## src/rtl/lfsr_prbs_gen.sv

```systemverilog
// Multi-polynomial Fibonacci LFSR PRBS generator emitting SYM_BITS bits per symbol
// with a valid/ready handshake, seed load/restart and start-state wrap detection.
module lfsr_prbs_gen #(
  parameter int unsigned MAX_WIDTH = 31,
  parameter int unsigned SYM_BITS  = 2,
  parameter int unsigned DEF_POLY  = 3
) (
  input  logic                 clk,
  input  logic                 reset,
  input  logic                 load,
  input  logic [2:0]           poly_sel,
  input  logic [MAX_WIDTH-1:0] seed_in,
  input  logic                 en,
  input  logic                 sym_ready,
  output logic                 sym_valid,
  output logic [SYM_BITS-1:0]  sym_out,
  output logic [MAX_WIDTH-1:0] seq_out,
  output logic                 wrap,
  output logic                 seed_fix,
  output logic                 cfg_err
);

  localparam int unsigned IDX_W    = $clog2(MAX_WIDTH);
  localparam int unsigned POLY_W   = 3;
  localparam int unsigned MAX_CODE = 5;

  typedef enum logic {
    IDLE = 1'b0,
    RUN  = 1'b1
  } fsm_t;

  // Register length N for each legal polynomial code; illegal codes fold to PRBS7.
  function automatic int unsigned poly_len(input logic [POLY_W-1:0] code);
    case (code)
      3'd1:    return 9;
      3'd2:    return 15;
      3'd3:    return 22;
      3'd4:    return 23;
      3'd5:    return 31;
      default: return 7;
    endcase
  endfunction

  // Zero-based index of the second feedback tap (b-1).
  function automatic int unsigned poly_tap_b(input logic [POLY_W-1:0] code);
    case (code)
      3'd1:    return 4;
      3'd2:    return 13;
      3'd3:    return 20;
      3'd4:    return 17;
      3'd5:    return 27;
      default: return 5;
    endcase
  endfunction

  function automatic logic [MAX_WIDTH-1:0] len_mask(input int unsigned len);
    return MAX_WIDTH'((64'd1 << len) - 64'd1);
  endfunction

  fsm_t                  fsm_q, fsm_d;
  logic [POLY_W-1:0]     poly_q, poly_d;
  logic [MAX_WIDTH-1:0]  state_q, state_d;
  logic [MAX_WIDTH-1:0]  start_q, start_d;
  logic                  sym_valid_d;
  logic [SYM_BITS-1:0]   sym_out_d;
  logic                  wrap_d;
  logic                  seed_fix_d;
  logic                  cfg_err_d;

  logic [MAX_WIDTH-1:0]  act_mask_c;
  logic [IDX_W-1:0]      tap_a_c;
  logic [IDX_W-1:0]      tap_b_c;

  logic [POLY_W-1:0]     load_code_c;
  logic [MAX_WIDTH-1:0]  load_seed_c;
  logic                  load_zero_c;

  logic [MAX_WIDTH-1:0]  lfsr_s;
  logic [SYM_BITS-1:0]   lfsr_sym;
  logic                  lfsr_f;
  logic [MAX_WIDTH-1:0]  step_state_c;
  logic [SYM_BITS-1:0]   step_sym_c;
  logic                  advance_c;

  // Active taps and length mask from the latched polynomial.
  always_comb begin
    act_mask_c = len_mask(poly_len(poly_q));
    tap_a_c    = IDX_W'(poly_len(poly_q) - 1);
    tap_b_c    = IDX_W'(poly_tap_b(poly_q));
  end

  // Seed conditioning for a load: fold illegal codes, mask to N bits, replace zero.
  always_comb begin
    load_code_c = (32'(poly_sel) > MAX_CODE) ? POLY_W'(0) : poly_sel;
    load_seed_c = seed_in & len_mask(poly_len(load_code_c));
    load_zero_c = (load_seed_c == '0);
    if (load_zero_c) begin
      load_seed_c = MAX_WIDTH'(1);
    end
  end

  // SYM_BITS serial steps unrolled into one edge; first feedback bit lands in the MSB.
  always_comb begin
    lfsr_s   = state_q;
    lfsr_sym = '0;
    lfsr_f   = 1'b0;
    for (int k = 0; k < int'(SYM_BITS); k++) begin
      lfsr_f   = lfsr_s[tap_a_c] ^ lfsr_s[tap_b_c];
      lfsr_s   = {lfsr_s[MAX_WIDTH-2:0], lfsr_f} & act_mask_c;
      lfsr_sym = SYM_BITS'({lfsr_sym, lfsr_f});
    end
    step_state_c = lfsr_s;
    step_sym_c   = lfsr_sym;
  end

  assign advance_c = (fsm_q == RUN) && en && (!sym_valid || sym_ready) && !load;

  // Next-state and output logic.
  always_comb begin
    fsm_d       = fsm_q;
    poly_d      = poly_q;
    state_d     = state_q;
    start_d     = start_q;
    sym_valid_d = sym_valid;
    sym_out_d   = sym_out;
    wrap_d      = 1'b0;
    seed_fix_d  = 1'b0;
    cfg_err_d   = cfg_err;

    if (load) begin
      fsm_d       = RUN;
      poly_d      = load_code_c;
      state_d     = load_seed_c;
      start_d     = load_seed_c;
      sym_valid_d = 1'b0;
      seed_fix_d  = load_zero_c;
      cfg_err_d   = cfg_err || (32'(poly_sel) > MAX_CODE);
    end else begin
      case (fsm_q)
        IDLE: begin
          sym_valid_d = 1'b0;
        end
        RUN: begin
          if (advance_c) begin
            state_d     = step_state_c;
            sym_out_d   = step_sym_c;
            sym_valid_d = 1'b1;
            wrap_d      = (step_state_c == start_q);
          end else if (sym_valid && sym_ready && !en) begin
            sym_valid_d = 1'b0;
          end
        end
        default: begin
          fsm_d = IDLE;
        end
      endcase
    end
  end

  always_ff @(posedge clk or posedge reset) begin
    if (reset) begin
      fsm_q     <= IDLE;
      poly_q    <= POLY_W'(DEF_POLY);
      state_q   <= MAX_WIDTH'(1);
      start_q   <= MAX_WIDTH'(1);
      sym_valid <= 1'b0;
      sym_out   <= '0;
      wrap      <= 1'b0;
      seed_fix  <= 1'b0;
      cfg_err   <= 1'b0;
    end else begin
      fsm_q     <= fsm_d;
      poly_q    <= poly_d;
      state_q   <= state_d;
      start_q   <= start_d;
      sym_valid <= sym_valid_d;
      sym_out   <= sym_out_d;
      wrap      <= wrap_d;
      seed_fix  <= seed_fix_d;
      cfg_err   <= cfg_err_d;
    end
  end

  assign seq_out = state_q;

endmodule
```

## config.mk

```make
export PLATFORM = sky130hd
export DESIGN_NAME = lfsr_prbs_gen
export DESIGN_NICKNAME = d
export VERILOG_FILES = /design/src/rtl/lfsr_prbs_gen.sv
export SDC_FILE = /design/constraint.sdc
export NUM_CORES = 1
export LEC_CHECK = 0
export BUFFER_PORTS_ARGS = -buffer_cell sky130_fd_sc_hd__buf_2
export CORE_MARGIN = 2
export CORE_UTILIZATION = 59
export DETAILED_ROUTE_END_ITERATION = 10
export GPL_TIMING_DRIVEN = 0
export PLACE_DENSITY_LB_ADDON = 0.12
export SKIP_LAST_GASP = 1
export SLEW_MARGIN = 20
export SYNTH_ARGS = -nofsm -noshare
export SYNTH_HDL_FRONTEND = slang
export SYNTH_SLANG_ARGS = --single-unit
```

## constraint.sdc

```tcl
create_clock -name clk -period 4.7 [get_ports clk]
set_input_delay 0.47 -clock clk [delete_from_list [all_inputs] [get_ports clk]]
set_output_delay 0.47 -clock clk [all_outputs]
set_load 0.03 [all_outputs]
```

# Word level (Yosys, flattened, before mapping)
# Cells that the tools add are included.
# op_classes
addsub	3
n_mul	0
div	0
order_cmp	3
n_eq_ne	12
n_shift	2
mux	24
bitwise	7
reduce_logical	15
# op_table
cell	n
$mux 31	4
$and 31x31->31	3
$pmux 5 s5	3
$shl 1x5->31 const A	2
$sub 31x1->31 const B	2
$eq 31x31->1	1
$logic_not 31->1	1
$bmux 1 s5	4
$eq 3x2->1 const B	4
$eq 3x3->1 const B	4
$lt 5x6->1 const B	2
$mux 1	11
$eq 3x1->1 const B	2
$logic_and 1x1->1	5
$sub 5x1->5 const B	1
$ne 4x2->1 const B	1
$reduce_bool 2->1	2
$gt 3x3->1 const B	1
$logic_not 1->1	3
$mux 3	1
$reduce_and 3->1	1
$logic_or 1x1->1	2
$not 1->1	2
$pmux 1 s2	1
other kinds (2)	3
# word_totals
reg_bits	72
latchBits	0
ram_bits	0
mem_bits_ro	0
wordCells	75
mem_count	0

# Logic depth before layout (Yosys ltp)
# Gate-level depths: netlist (run 1).
# logic_depth
depth_word	15
ltp_mapped	16
mapped_depth_nobuf	12

# Least setup slack after synthesis (run 1)
# OpenSTA, ideal clock, no wires.
# synth_path
path_type	register -> register
startpoint	register poly_q[1]
endpoint	register wrap
arrival_time_ps	3587
setup_slack_ps	1001
stages_incl_launch_ff	15
cell_sequence	dfstp_2 buf_6 buf_4 inv_2 ha_1 nor2_2 o21ai_4 nand2_4 mux4_2 a32oi_2 o311ai_4 xor2_1 a21oi_1 or3_1 a2111oi_2
# synth_via
elab_chain_len	15
word_cells_on_any_way	26
cone_classes	2 x add/sub; 6 x eq/ne; 1 x shift; 13 x mux; 4 x bitwise
# synth_lines
item	line	rtl
from (decl)	61	logic [POLY_W-1:0] poly_q, poly_d;
from (signal assigned)	163	poly_q <= POLY_W'(DEF_POLY);
from (signal assigned)	173	poly_q <= poly_d;
$eq 3x3->1 (tied with other cells)	34, 46	
$pmux 5 s5	34	case (code)
$sub 5x1->5	88	tap_a_c = IDX_W'(poly_len(poly_q) - 1);
$bmux 1 s5	108	lfsr_f = lfsr_s[tap_a_c] ^ lfsr_s[tap_b_c];
$mux 1 (not written as such)	108	
$xor 1x1->1	108	
$and 31x31->31	109	lfsr_s = {lfsr_s[MAX_WIDTH-2:0], lfsr_f} & act_mask_c;
$bmux 1 s5	108	
$mux 1 (not written as such)	108	
$xor 1x1->1	108	
$and 31x31->31 (*)	109	
$eq 31x31->1 (*)	148	wrap_d = (step_state_c == start_q);
$mux 1 (*)	144	if (advance_c) begin
$mux 1 (*)	139	case (fsm_q)
$mux 1 (*)	130	if (load) begin
named net wrap_d	66	logic wrap_d;
to (signal assigned)	178	wrap <= wrap_d;
to (decl)	18	output logic wrap,
# The timed path passes the listed nets; every way through them passes the cells marked *. The select of a mux whose other input is x is not followed.
# A chain may end at the register's enable or synchronous reset.

# Worst setup path in the final report (run 1)
# Ends and elaborated chain as after synthesis.

==> impl_metrics.tcl, run 1 <==
set metrics [dict create \
    synth-edff-count 0 \
    hold_violations 0 \
    ys.flop_type "dfrtp_1" \
    total_power_mw 2.08 \
    wire_per_inst_um 24.8 \
    worstPathMaxFanout 10 \
    cp-start-kind "register" \
    dieHeight_um 99.7 \
    drive_above_1_share_pct 19.0 \
    ant_nets 0 \
    synth.area.top_cells "dfrtp_1 (31%), o21ai_0 (7.6%), a21oi_1 (5.1%), nand2_1 (4.0%), nor2_1 (3.7%)" \
    viasPerCell 7.21 \
    num_rows 34 \
    numClockSinks 72 \
    crit_family "compound AO/OA/AOI/OAI gates" \
    dpl.hpwl_um 15600 \
    port_buffers 75 \
    ff2ff_setup_slack_ns 0.19 \
    critPathKind "reg -> reg" \
    path_cells "buf_6 > buf_4 > inv_2 > ha_1 > or2_1 > buf_2 > o2bb2ai_1 > o21ai_1 > o21a_1 > a31oi_2 > a2bb2oi_1 > a31oi_1 > a211oi_1 > o21ai_0 > a2111oi_2" \
    p_per_area_mw_per_mm2 335 \
    gr-total-overflow 0 \
    fin_crit_ns 4.51 \
    wl_um 21800 \
    drv_slew 0 \
    grtUsageTotal_pct 44.3 \
    core_mm2 0.00881 \
    initial_core_util_pct 61.4 \
    synthCells 677 \
    seqCellArea_mm2 0.00181 \
    max_cap_viol_count 0 \
    fin_skew_ns 0.00795 \
    cp.buffers_inverters 4 \
    crit_end "wrap" \
    status "finished, final reports clean" \
    cts_made_buffers 9 \
    cts_tree "yes" \
    cp_num_cells 15 \
    rr_worst_depth 15 \
    clk_pin_slew_worst_paths_ns 0.08 \
    startpoint "poly_q[1]" \
    grt_pass1_wl_um 33500 \
    fin_util_pct 70.5 \
    synth_top_area_share_pct 31.5 \
    root_buffer "clkbuf_8" \
    vdd_ir_drop_max_mv 0.310 \
    first_global_vias 6088 \
    grt_max_degree 57 \
    crit_arrival_ns 4.75 \
    nFillCells 616 \
    cp-end-kind "register" \
    hp-class "in -> async" \
    drtIter0Drc 1091 \
    fp.dieW_um 99.7 \
    synth_top_area_cell "dfrtp_1" \
    cp.required_ns 4.94 \
    yosysWarnings 0 \
    insertion_delay_ns 0.35 \
    reg2reg_to "wrap" \
    fmax_mhz 222 \
    clockBufferDepth 2 \
    htree_num_levels 3 \
    numPlacedInstances 864 \
    stdcell_area_mm2 0.00621 \
    period_share_pct 95.9 \
    final_nets 812 \
    crit-reg2reg-launch "poly_q[1]" \
    syn2layout_area_growth_pct 14.9 \
    setup_viol 0 \
    power_leakage_nw 2.65 \
    firstDrtPassIters 6 \
    seq_area_frac_synth_pct 33.4 \
    tightest_slew_ns 0.852 \
    diodes 0 \
    rsz0062_at_grt "false" \
    tns_ns 0 \
    dieArea_mm2 0.00995 \
    antenna_found_initial 0 \
    syn_area_per_cell_um2 7.99 \
    syn_area_mm2 0.00541 \
    ys_types 88 \
    multi_input_area_mm2 0.00328 \
    via_count 6341 \
    drc_errors 0 \
    cp_slowest_cell "dfstp_2" \
    ys_ff_latch 72 \
    synthArstFlopShare_pct 100 \
    relSlewSlack_pct 42.5 \
    max_stage_delay_ns 0.55 \
    gp_congestion 1.08 \
    stdcell_count 880 \
    io_pins 76 \
    cts_hold_buf 0 \
    place_area_mm2 0.00596 \
]
worst min-delay path by stage:
stage	end	depth (start not counted)	slack, ns	start
6_report	start_q[10]	2	0.05	reset
3_3_place_gp	cfg_err	1	0.45	cfg_err
4_1_cts	seq_out[30]	2	0.05	reset
2_1_floorplan	start_q[0]	2	0.45	start_q[0]
3_5_place_dp	sym_valid	2	0.42	reset
5_1_grt	start_q[12]	2	0.06	reset
synth_stat cells, types with 6 or more instances:
master and n:
nand2b_1 10, dfrtp_1 68, xnor2_1 22, inv_1 34, and3_1 10, nor2_1 54
a31oi_1 13, nor2b_1 10, buf_2 8, o21ai_0 82, nand4_1 11, nor3_1 8
clkbuf_1 22, nand3_1 30, or2_2 6, o211ai_1 8, ha_1 6, nand2_1 58
nor4_1 11, xor2_1 6, a21oi_1 55
timing repair:
action,4_1_cts,5_1_grt
endpoints found under the hold margin,0,0
setup buffers,0,0
endpoints found under the setup margin,0,1
gates resized for setup,0,2
placed cells by master (no fill, tap or decap), drive strengths merged, types with 9 or more instances in the layout:
master,netlist,layout
buf,20,96
o21ai,89,89
dfrtp,68,68
nand2,59,59
nor2,58,58
a21oi,57,57
inv,37,37
clkbuf,22,31
nand3,30,30
xnor2,23,23
a31oi,13,13
nor4,11,11
nand4,11,11
nand2b,11,11
and3,10,10
nor2b,10,10
or2,9,9
metal layers:
layer	GRT usage, %	vias to the layer above	part of all wire [%]
met4	27.6	0	7.4
met3	9.70	140	13
li1	-	2641	-
met5	0	-	0
met1	57.2	2923	35
met2	67.9	637	44
worst reg2reg max path, stage by stage, from the launching register on:
cell and delay, ns:
dfstp_2 0.55, buf_6 0.14, buf_4 0.20, inv_2 0.11, ha_1 0.42, or2_1 0.26
buf_2 0.20, o2bb2ai_1 0.25, o21ai_1 0.19, o21a_1 0.23, a31oi_2 0.32, a2bb2oi_1 0.44
a31oi_1 0.15, a211oi_1 0.45, o21ai_0 0.18, a2111oi_2 0.31
power breakdown:
group	internal [mW]	switching [mW]
registers	0.672	0.0721
logic	0.239	0.487
clock network	0.353	0.254
total	1.26	0.813
metrics by stage:
| stage | hold WS (ns) | setup slack, ns |
|---|---|---|
| after floorplan | 0.451 | 1.00 |
| after global placement | 0.454 | 0.132 |
| after detailed placement | 0.423 | 0.173 |
| after CTS | 0.0497 | 0.133 |
| after global routing | 0.0638 | 0.0696 |
| final | 0.0481 | 0.192 |
cells by family after synthesis:
family                     Yosys count  synth area share, %
AOI/OAI and AO/OA                  241                 29.2
and+or+nand+nor                    239                 22.5
buffers and inverters               79                 6.36
DFF                                 72                 33.4
xor gates and xnor gates            29                 4.84
muxes                                9                 2.04
adders and majority gates            7                 1.57
other                                1               0.0694
sequential cells by signal, indices dropped and copies added (netlist names):
| name | cells |
|---|---|
| seq_out | 31 |
| start_q | 31 |
| poly_q | 3 |
| sym_out | 2 |
| cfg_err | 1 |
| fsm_q | 1 |
| seed_fix | 1 |
| sym_valid | 1 |
| wrap | 1 |
layout make-up:
class | instances | share of cell area [%]
multi-input cells | 529 | 52.7
flip-flops and latches | 72 | 29.1
repair buffers | 76 | 6.49
plain buffers | 42 | 3.30
inverters | 37 | 2.28
well taps | 108 | 2.18
clock buffers | 9 | 1.99
clock inverters | 7 | 1.93
Power figures use the tool's default switching activity.
==> run 2, diff against run 1 <==
- CORE_UTILIZATION: 59 -> 35
==> run 2 against run 1 <==
Net effect:
- total power rose by 9.4%
- critical endpoint unchanged
- sequential share of layout area fell by 0.93 points
- global-route usage is 16 points lower
- maximum frequency shrank 1.1%
- non-clock buffer count stayed put
- critical path depth unchanged
- cell area increased by 3.3%
- highest routed layer unchanged
- die area is 65% higher
==> impl_metrics.tcl, run 2 (same netlist as run 1, synthesis figures left out) <==
set metrics [dict create \
    htree_num_levels 3 \
    dpl.hpwl_um 17400 \
    worstPathMaxFanout 10 \
    crit_end "wrap" \
    max_cap_viol_count 0 \
    power_leakage_nw 2.70 \
    tns_ns 0 \
    status "finished, final reports clean" \
    gp_congestion 0.943 \
    path_cells "buf_6 > buf_4 > inv_2 > ha_1 > buf_4 > o21ai_1 > a21oi_1 > o311ai_1 > o2111ai_1 > a2bb2oi_1 > a21oi_1 > nand4_1 > a21oi_1 > or3_1 > a2111oi_2" \
    dieArea_mm2 0.0165 \
    setup_viol 0 \
    total_power_mw 2.27 \
    grt_pass1_wl_um 34400 \
    crit_family "compound AO/OA/AOI/OAI gates" \
    drtIter0Drc 598 \
    rsz0062_at_grt "false" \
    max_stage_delay_ns 0.87 \
    reg2reg_to "wrap" \
    p_per_area_mw_per_mm2 354 \
    wire_per_inst_um 23.6 \
    hp-class "in -> async" \
    hold_violations 0 \
    cts_tree "yes" \
    fin_skew_ns 0.00919 \
    clk_pin_slew_worst_paths_ns 0.06 \
    gr-total-overflow 0 \
    period_share_pct 97.0 \
    numPlacedInstances 944 \
    initial_core_util_pct 35.7 \
    insertion_delay_ns 0.35 \
    drive_above_1_share_pct 18.9 \
    viasPerCell 6.06 \
    ff2ff_setup_slack_ns 0.14 \
    rr_worst_depth 15 \
    final_nets 812 \
    drc_errors 0 \
    cp.buffers_inverters 4 \
    final_cell_mix "buf_2 (83), o21ai_0 (82), dfrtp_1 (68)" \
    antenna_found_initial 0 \
    core_mm2 0.0151 \
    crit_arrival_ns 4.79 \
    via_count 5818 \
    first_global_vias 5709 \
    vdd_ir_drop_max_mv 0.143 \
    cts_hold_buf 0 \
    syn2layout_area_growth_pct 18.7 \
    cp-start-kind "register" \
    startpoint "poly_q[1]" \
    port_buffers 75 \
    numClockSinks 72 \
    num_rows 45 \
    cts_made_buffers 9 \
    stdcell_count 960 \
    relSlewSlack_pct 33.3 \
    ant_nets 0 \
    layout_commonest_cell "buf_2" \
    grt_max_degree 48 \
    wl_um 22700 \
    cp_slowest_cell "o311ai_1" \
    fmax_mhz 219 \
    hold_slack_ns 0.0977 \
    drv_slew 0 \
    diodes 0 \
    cpMostUsedCell "a21oi_1" \
    clockBufferDepth 2 \
    cp_num_cells 15 \
    fp.dieW_um 128 \
    root_buffer "clkbuf_16" \
    tightest_slew_ns 0.985 \
    io_pins 76 \
    dieHeight_um 128 \
    critPathKind "reg -> reg" \
    fin_crit_ns 4.56 \
    cp.required_ns 4.93 \
    cp-end-kind "register" \
    grtUsageTotal_pct 28.1 \
    crit-reg2reg-launch "poly_q[1]" \
    firstDrtPassIters 6 \
]
run 2: repair_timing:
action                                  in CTS  in global routing
setup buffers                                0                  0
gates resized for setup                      0                  2
endpoints found under the setup margin       0                  1
run 2: routing by layer:
| metal | share of wire, % | GRT usage, % | vias up |
|---|---|---|---|
| met5 | 0 | 0 | - |
| met4 | 3.5 | 11.6 | 0 |
| met3 | 6.6 | 4.84 | 44 |
| met2 | 45 | 43.8 | 270 |
| met1 | 45 | 38.7 | 2853 |
| li1 | - | - | 2651 |
run 2: where the power goes:
group | switching [mW] | leakage [nW] | internal, mW | total (mW)
Clock | 0.271 | 0.170 | 0.533 | 0.804
Sequential | 0.0676 | 0.940 | 0.673 | 0.741
Combinational | 0.488 | 1.59 | 0.241 | 0.729
run 2: final cells by class:
| type | instances | area, um^2 |
|---|---|---|
| Tap cell | 188 | 235 |
| Multi-Input combinational cell | 529 | 3280 |
| Buffer | 42 | 205 |
| Sequential cell | 72 | 1810 |
| Clock buffer | 11 | 243 |
| Inverter | 37 | 141 |
| Timing Repair Buffer | 76 | 403 |
| Clock inverter | 5 | 104 |
| Fill cell | 1537 | 8730 |
run 2: how the worst min path moves through the flow:
stage | start | endpoint
after detailed placement | cfg_err | cfg_err
after floorplan | start_q[0] | start_q[0]
final | reset | sym_valid
after global routing | reset | sym_valid
after CTS | reset | sym_valid
after global placement | cfg_err | cfg_err
run 2: metrics by stage:
stage	setup WS, ns	instance area (um^2)	util, %
final	0.140	6420	42.4
after floorplan	1.00	5420	-
after global routing	0.0267	6420	42.4
after CTS	0.151	6400	42.3
after global placement	0.186	6030	39.8
after detailed placement	0.178	6060	40.0
